$ cat src/rtl/mandala_palette_stage.sv
// Palette/output stage for the mandala generator: ring index -> 2-bit RGB, per-frame palette
// animation FSM, and a matched-latency pipeline onto the TinyVGA PMOD pinout.
// Optional build macro: MANDALA_BG_GLOW_EN (dim complementary background on active, unlit pixels).
module mandala_palette_stage #(
    parameter int PIPE_DEPTH = 2,
    parameter int FRAME_DIV  = 8
) (
    input  logic       clk,
    input  logic       rst_n,
    input  logic       hsync_in,
    input  logic       vsync_in,
    input  logic       video_active_in,
    input  logic       pattern_in,
    input  logic [2:0] layer_in,
    input  logic [1:0] mode_in,
    output logic [7:0] uo_out,
    output logic       frame_tick
);

    typedef enum logic [1:0] {
        ST_CYCLE   = 2'b00,
        ST_HOLD    = 2'b01,
        ST_REVERSE = 2'b10,
        ST_STROBE  = 2'b11
    } state_t;

    localparam logic [7:0] DIV_LAST = 8'(FRAME_DIV - 1);

    state_t     state_reg, state_next;
    logic [2:0] offset_reg, offset_next;
    logic [7:0] div_cnt_reg, div_cnt_next;
    logic       strobe_vis_reg, strobe_vis_next;
    logic       vsync_prev_reg;
    logic       vsync_armed_reg;
    logic       frame_event;
    logic       strobe_vis_eff;
    logic       lit;
    logic [2:0] colour_idx;
    logic [5:0] colour;
    logic [8:0] stage0_next;

    function automatic logic [5:0] palette(input logic [2:0] idx);
        logic [5:0] entry;
        case (idx)
            3'd0:    entry = 6'b110000;
            3'd1:    entry = 6'b111000;
            3'd2:    entry = 6'b111100;
            3'd3:    entry = 6'b001100;
            3'd4:    entry = 6'b001111;
            3'd5:    entry = 6'b000011;
            3'd6:    entry = 6'b100011;
            default: entry = 6'b111111;
        endcase
        return entry;
    endfunction

    // The armed flag keeps a vsync that is already high at reset release from counting as an edge.
    assign frame_event = vsync_in & ~vsync_prev_reg & vsync_armed_reg;

    always_ff @(posedge clk or negedge rst_n) begin
        if (!rst_n) begin
            vsync_prev_reg  <= 1'b0;
            vsync_armed_reg <= 1'b0;
        end else begin
            vsync_prev_reg <= vsync_in;
            if (!vsync_in) begin
                vsync_armed_reg <= 1'b1;
            end
        end
    end

    // FSM state and animation registers
    always_ff @(posedge clk or negedge rst_n) begin
        if (!rst_n) begin
            state_reg      <= ST_CYCLE;
            offset_reg     <= 3'd0;
            div_cnt_reg    <= 8'd0;
            strobe_vis_reg <= 1'b1;
        end else begin
            state_reg      <= state_next;
            offset_reg     <= offset_next;
            div_cnt_reg    <= div_cnt_next;
            strobe_vis_reg <= strobe_vis_next;
        end
    end

    always_comb begin
        state_next = state_reg;
        if (frame_event) begin
            state_next = state_t'(mode_in);
        end
    end

    // A mode change takes priority over a coinciding divider wrap: counter clears, no step.
    always_comb begin
        offset_next     = offset_reg;
        div_cnt_next    = div_cnt_reg;
        strobe_vis_next = strobe_vis_reg;
        if (frame_event) begin
            if (state_next != state_reg) begin
                div_cnt_next    = 8'd0;
                strobe_vis_next = 1'b1;
            end else if (div_cnt_reg >= DIV_LAST) begin
                div_cnt_next = 8'd0;
                case (state_reg)
                    ST_CYCLE:   offset_next = offset_reg + 3'd1;
                    ST_REVERSE: offset_next = offset_reg - 3'd1;
                    ST_STROBE: begin
                        offset_next     = offset_reg + 3'd1;
                        strobe_vis_next = ~strobe_vis_reg;
                    end
                    default:    offset_next = offset_reg;
                endcase
            end else begin
                div_cnt_next = div_cnt_reg + 8'd1;
            end
        end
    end

    assign strobe_vis_eff = (state_reg != ST_STROBE) | strobe_vis_reg;
    assign colour_idx     = layer_in + offset_reg;
    assign lit            = video_active_in & pattern_in & strobe_vis_eff;

`ifdef MANDALA_BG_GLOW_EN
    logic [5:0] glow_entry;
    logic [2:0] glow_idx;

    assign glow_idx   = offset_reg + 3'd4;
    assign glow_entry = palette(glow_idx);

    always_comb begin
        colour = 6'b000000;
        if (lit) begin
            colour = palette(colour_idx);
        end else if (video_active_in) begin
            colour = {1'b0, glow_entry[5], 1'b0, glow_entry[3], 1'b0, glow_entry[1]};
        end
    end
`else
    always_comb begin
        colour = 6'b000000;
        if (lit) begin
            colour = palette(colour_idx);
        end
    end
`endif

    // colour is {R1,R0,G1,G0,B1,B0}; pack as {frame_tick, hsync,B0,G0,R0, vsync,B1,G1,R1}
    assign stage0_next = {frame_event,
                          hsync_in, colour[0], colour[2], colour[4],
                          vsync_in, colour[1], colour[3], colour[5]};

    genvar gi;
    generate
        for (gi = 0; gi < PIPE_DEPTH; gi++) begin : g_pipe
            logic [8:0] stage_reg;
            if (gi == 0) begin : g_head
                always_ff @(posedge clk or negedge rst_n) begin
                    if (!rst_n) begin
                        stage_reg <= 9'd0;
                    end else begin
                        stage_reg <= stage0_next;
                    end
                end
            end else begin : g_tail
                always_ff @(posedge clk or negedge rst_n) begin
                    if (!rst_n) begin
                        stage_reg <= 9'd0;
                    end else begin
                        stage_reg <= g_pipe[gi-1].stage_reg;
                    end
                end
            end
        end
    endgenerate

    assign {frame_tick, uo_out} = g_pipe[PIPE_DEPTH-1].stage_reg;

endmodule

$ cat config.mk
export PLATFORM = sky130hd
export DESIGN_NAME = mandala_palette_stage
export DESIGN_NICKNAME = d
export VERILOG_FILES = /design/src/rtl/mandala_palette_stage.sv
export SDC_FILE = /design/constraint.sdc
export NUM_CORES = 1
export LEC_CHECK = 0
export ABC_AREA = 1
export CORE_MARGIN = 10
export CORE_UTILIZATION = 53
export DETAILED_ROUTE_END_ITERATION = 16
export GPL_ROUTABILITY_DRIVEN = 0
export HOLD_SLACK_MARGIN = 0.06
export MAX_ROUTING_LAYER = met4
export PLACE_DENSITY_LB_ADDON = 0.3
export SYNTH_ARGS = -nofsm -noshare
export SYNTH_HDL_FRONTEND = slang
export SYNTH_SLANG_ARGS = --single-unit
$ cat constraint.sdc
create_clock -name clk -period 1.9 [get_ports clk]
set_input_delay 0.19 -clock clk [delete_from_list [all_inputs] [get_ports clk]]
set_output_delay 0.19 -clock clk [all_outputs]
set_load 0.02 [all_outputs]
; Word level (Yosys, flattened, before mapping)
; Cells that the tools add are included.
[word_totals]
register_bits = 34
input_bits = 11
output_inout_bits = 9
word_cells = 48
[op_classes]
n_addsub = 4
order_cmp = 1
eq_ne = 10
muxes = 9
bitwise_logic = 8
reduce_logical = 8
[op_table]
columns = op, n
row1 = $pmux W6 S7, 1
row2 = $mux W8, 2
row3 = $eq A3 B3 Y1 const B, 3
row4 = $add A8 B1 Y8 const B, 1
row5 = $ge A8 B3 Y1 const B, 1
row6 = $eq A3 B2 Y1 const B, 2
row7 = $mux W6, 1
row8 = $pmux W3 S2, 1
row9 = $reduce_bool A2 Y1, 3
row10 = $and A1 B1 Y1, 4
row11 = $eq A2 B2 Y1 const B, 2
row12 = $reduce_and A4 Y1, 1
row13 = $add A3 B1 Y3 const B, 1
row14 = $add A3 B3 Y3, 1
row15 = $eq A3 B1 Y1 const B, 1
row16 = $logic_not A3 Y1, 1
row17 = $mux W1, 3
row18 = $not A1 Y1, 3
row19 = $reduce_and A3 Y1, 1
row20 = $sub A3 B1 Y3 const B, 1
row21 = $logic_not A2 Y1, 1
row22 = $mux W2, 1
row23 = $ne A2 B2 Y1, 1
row24 = $ne A2 B2 Y1 const B, 1
row25 = 2 further kinds, 2

; Longest topological paths before layout
[depth]
word_depth = 7
depth_mapped = 9
mapped_depth_nobuf = 8

; Least setup slack after synthesis
; No wires, ideal clock.
[synth_path]
path_type = register to register
startpoint = register offset_reg[0]
endpoint = register g_pipe[0].stage_reg[1]
setup_time_ns = 0.131
arrival_ns = 1.603
required_time_ns = 1.769
setup_slack_ns = 0.166
stages_incl_launch_ff = 9
n_path_buf = 0
synth_period_minus_slack_ns = 1.734
path_cell_list = dfrtp_1 ha_1 inv_1 fa_1 inv_1 nor2_1 or2_2 o21ai_1 a21oi_1
[synth_between]
elab_chain_cells = 4
word_cells_on_any_way = 10
classes_between = 1 x add/sub / 6 x eq/ne / 2 x mux / 1 x reduce/logical
[synth_lines]
columns = item, line_no
row1 = start: declaration, 30  ; logic [2:0] offset_reg, offset_next;
row2 = start signal: assignment, 81  ; offset_reg <= offset_next;
row3 = $add A3 B3 Y3 *, 121  ; assign colour_idx = layer_in + offset_reg;
row4 = $eq A3 B3 Y1 (tied with other cells), 44  ; case (idx)
row5 = $pmux W6 S7 *, 44
row6 = $mux W6 *, 142  ; if (lit) begin
row7 = via colour[3], 39  ; logic [5:0] colour;
row8 = end signal: assignment, 162  ; stage_reg <= stage0_next;
row9 = end: declaration, 156  ; logic [8:0] stage_reg;
; Mark *: on every way through the listed nets, which the timed path passes. The rest lies on a longest branch.
; A chain may end at the register's enable or synchronous reset.

; Final worst setup path
[layout_path]
startpoint = register offset_reg[0]
endpoint = register g_pipe[0].stage_reg[5]
; The elaborated chain is that of the path after synthesis.

==> results.sh <==
export IMPL_vias=988
export IMPL_seqCellArea_um2=777.0
export IMPL_power_frac_seq_pct=42.1
export IMPL_overflow=0
export IMPL_start_util_pct=55.91
export IMPL_outcome="complete, but fails checks"
export IMPL_slew_headroom_pct=75.14
export IMPL_clk_pin_slew_ns=0.10
export IMPL_ys_warn_count=0
export IMPL_pwr_share_clk_pct=16.8
export IMPL_cp_arrival_ns=2.19
export IMPL_fin_ws_ns=-0.05708
export IMPL_path_class="register to register"
export IMPL_drtAntennaViolNets=0
export IMPL_drive_gt1_share_pct=22.89
export IMPL_violations="setup timing"
export IMPL_largest_reg_flops=16
export IMPL_period_share_pct=103.0
export IMPL_routed_wl_um=2626
export IMPL_portBuffers=19
export IMPL_grt_max_degree=32
export IMPL_cp_start_kind="register"
export IMPL_synthArstFlopShare_pct=100.0
export IMPL_fin_skew_ns=0.005917
export IMPL_worst_path_max_fanout=3
export IMPL_powerDensity_mw_per_mm2=1204
export IMPL_groute_usage_overall_pct=11.10
export IMPL_htree_num_levels=2
export IMPL_die_width_um=71.35
export IMPL_cts_tree="done"
export IMPL_tightest_slew_ns=0.3729
export IMPL_synth_top_cell_area_share_pct=53.72
export IMPL_fill_cells=186
export IMPL_p_leak_nw=0.8326
export IMPL_finalHoldViolations=0
export IMPL_multi_input_area_um2=530.5
export IMPL_post_place_ws_ns=-0.2325
export IMPL_grt_pass1_wl_um=4567
export IMPL_clockRootBuffer="clkbuf_4"
export IMPL_total_power_mw=2.083
export IMPL_dieArea_mm2=0.005091
export IMPL_cts_path_max_buffers=2
export IMPL_grt_pass1_vias=1088
export IMPL_coreArea_mm2=0.002500
export IMPL_synth_top_cell_by_area="dfrtp_1"
export IMPL_syn_area_mm2=0.001398
export IMPL_fin_tns_setup_ns=-0.06920
export IMPL_dpl_cell_count=185
export IMPL_hp_class="input pin to async pin"
export IMPL_finalNetCount=182
export IMPL_synth_flop_cell="dfrtp_1"
export IMPL_setup_viol=2
export IMPL_r2r_cells=8
export IMPL_drt_wirelength_per_cell_um=13.40
export IMPL_diodes=0
export IMPL_ys_seq_elements=31
export IMPL_yosys_top_cells_area="dfrtp_1 54%, inv_1 6.4%, nand2_1 5.6%"
export IMPL_fmax_ghz=0.5110
export IMPL_rows=18
export IMPL_pin_count=20
export IMPL_crit_required_ns=2.13
export IMPL_worstSetupEndpointType="register"
export IMPL_synth_seq_area_share_pct=55.60
export IMPL_dp_hpwl_um=1947
export IMPL_instances_no_fill=196
export IMPL_power_switching_mw=0.7420
export IMPL_synth_top_cells_by_count="30 x dfrtp_1, 24 x inv_1, 21 x nand2_1, 11 x nor2_1, 6 x nand3_1"
export IMPL_power_frac_comb_pct=41.2
export IMPL_cts_buffers=5
export IMPL_firstDrtPassIters=4
export IMPL_area_growth_pct=23.81
export IMPL_slew_viol_final=0
export IMPL_via_per_inst=5.041
export IMPL_ys_types=27
export IMPL_avgSynthCellArea_um2=10.43
export IMPL_drc_errors=0
export IMPL_maxCapViolations=0
export IMPL_clock_latency_ns=0.31
export IMPL_swShare_pct=35.62
export IMPL_cts_num_sinks=31
export IMPL_die_height_um=71.35
export IMPL_synth_cells=134
export IMPL_drt_iter0_markers=72
export IMPL_stdcell_area_mm2=0.001730
export IMPL_antenna_found_initial=0
export IMPL_synth_nets=151
export IMPL_synth_edf_count=0
export IMPL_post_synth_top_count_cell="dfrtp_1"
export IMPL_period_minus_slack_ns=1.957
export IMPL_vdd_drop_max_mv=0.8267
export IMPL_internal_power_mw=1.341
export IMPL_postPlaceCellArea_mm2=0.001637
## metal layers
metal / track usage (%) / part of all wire, %
met1: 10.63 / 40
met4: 6.022 / 1.0
met2: 19.41 / 54
met3: 3.444 / 4.8
met5: - / 0
## final timing paths
kind / from / end / slack, ns
worst max-delay path: offset_reg[0] / g_pipe[0].stage_reg[5] / -0.06
worst min-delay path: rst_n / g_pipe[1].stage_reg[8] / 0.25
worst max register to register: offset_reg[0] / g_pipe[0].stage_reg[5] / -0.06
worst min register to register: g_pipe[0].stage_reg[5] / g_pipe[1].stage_reg[5] / 0.35
max in group asynchronous: rst_n / strobe_vis_reg / 1.34
min in group clk: hsync_in / g_pipe[0].stage_reg[7] / 0.33
## cells in the final DEF, fill, tap and decap left out, drive strengths merged
| cell type | count |
|---|---|
| nor2 | 12 |
| o21bai | 1 |
| ha | 4 |
| clkinv | 3 |
| nand4 | 2 |
| or2 | 1 |
| nand3b | 1 |
| dfstp | 1 |
| nor3 | 3 |
| fa | 2 |
| a21oi | 3 |
| inv | 24 |
| clkbuf | 5 |
| nand3 | 9 |
| xor2 | 1 |
| nand2 | 26 |
| o211a | 1 |
| clkdlybuf4s50 | 19 |
| xnor2 | 3 |
| buf | 7 |
| o21ai | 8 |
| dfrtp | 30 |
## stage by stage
stage / utilization [%] / hold slack (ns)
floorplan: - / -0.1056
global placement: 65.47 / 0.3323
detailed placement: 65.47 / 0.3355
CTS: 67.57 / 0.2486
global route: 69.22 / 0.2969
finish: 69.22 / 0.2531
## power groups by stage
stage / Combinational, mW / Clock, mW / Sequential (mW)
2_1_floorplan: 0.416 / 0 / 0.920
3_3_place_gp: 0.668 / 0 / 0.880
3_5_place_dp: 0.714 / 0 / 0.891
4_1_cts: 0.717 / 0.367 / 0.877
5_1_grt: 0.955 / 0.404 / 0.896
6_report: 0.858 / 0.349 / 0.877
## critical path, cell delays in order, from the launching register on
cell and delay, ns:
dfrtp_1 0.41, ha_2 0.19, inv_2 0.04, fa_2 0.61
inv_1 0.05, nor2_1 0.19, or2_4 0.17, o21ai_2 0.06
a21oi_1 0.15
## kinds of logic after synthesis
kind of cell             after synthesis  share of synthesized area (%)
buffers and inverters                 26                          7.789
AND/OR/NAND/NOR                       54                          20.59
XOR/XNOR                               4                          3.045
AO/OA/AOI/OAI                         13                          6.536
adder cells (fa/ha/maj)                6                          6.446
flip-flops                            31                          55.60
## area by class of cell
| class | instances | share of cell area [%] |
|---|---|---|
| clock buffer | 5 | 2.169 |
| timing repair buffer | 26 | 14.03 |
| sequential | 31 | 44.90 |
| tap | 30 | 2.169 |
| inverter | 24 | 5.206 |
| multi-input combinational | 77 | 30.66 |
| clock inverter | 3 | 0.8677 |
## timing repair
item | in CTS | in global routing
setup buffers | 0 | 3
hold buffers | 0 | 0
endpoints found under the hold margin | 0 | 0
setup endpoints to repair | 0 | 2
gates resized for setup | 0 | 7
No activity file was read; power rests on OpenSTA's default activity.
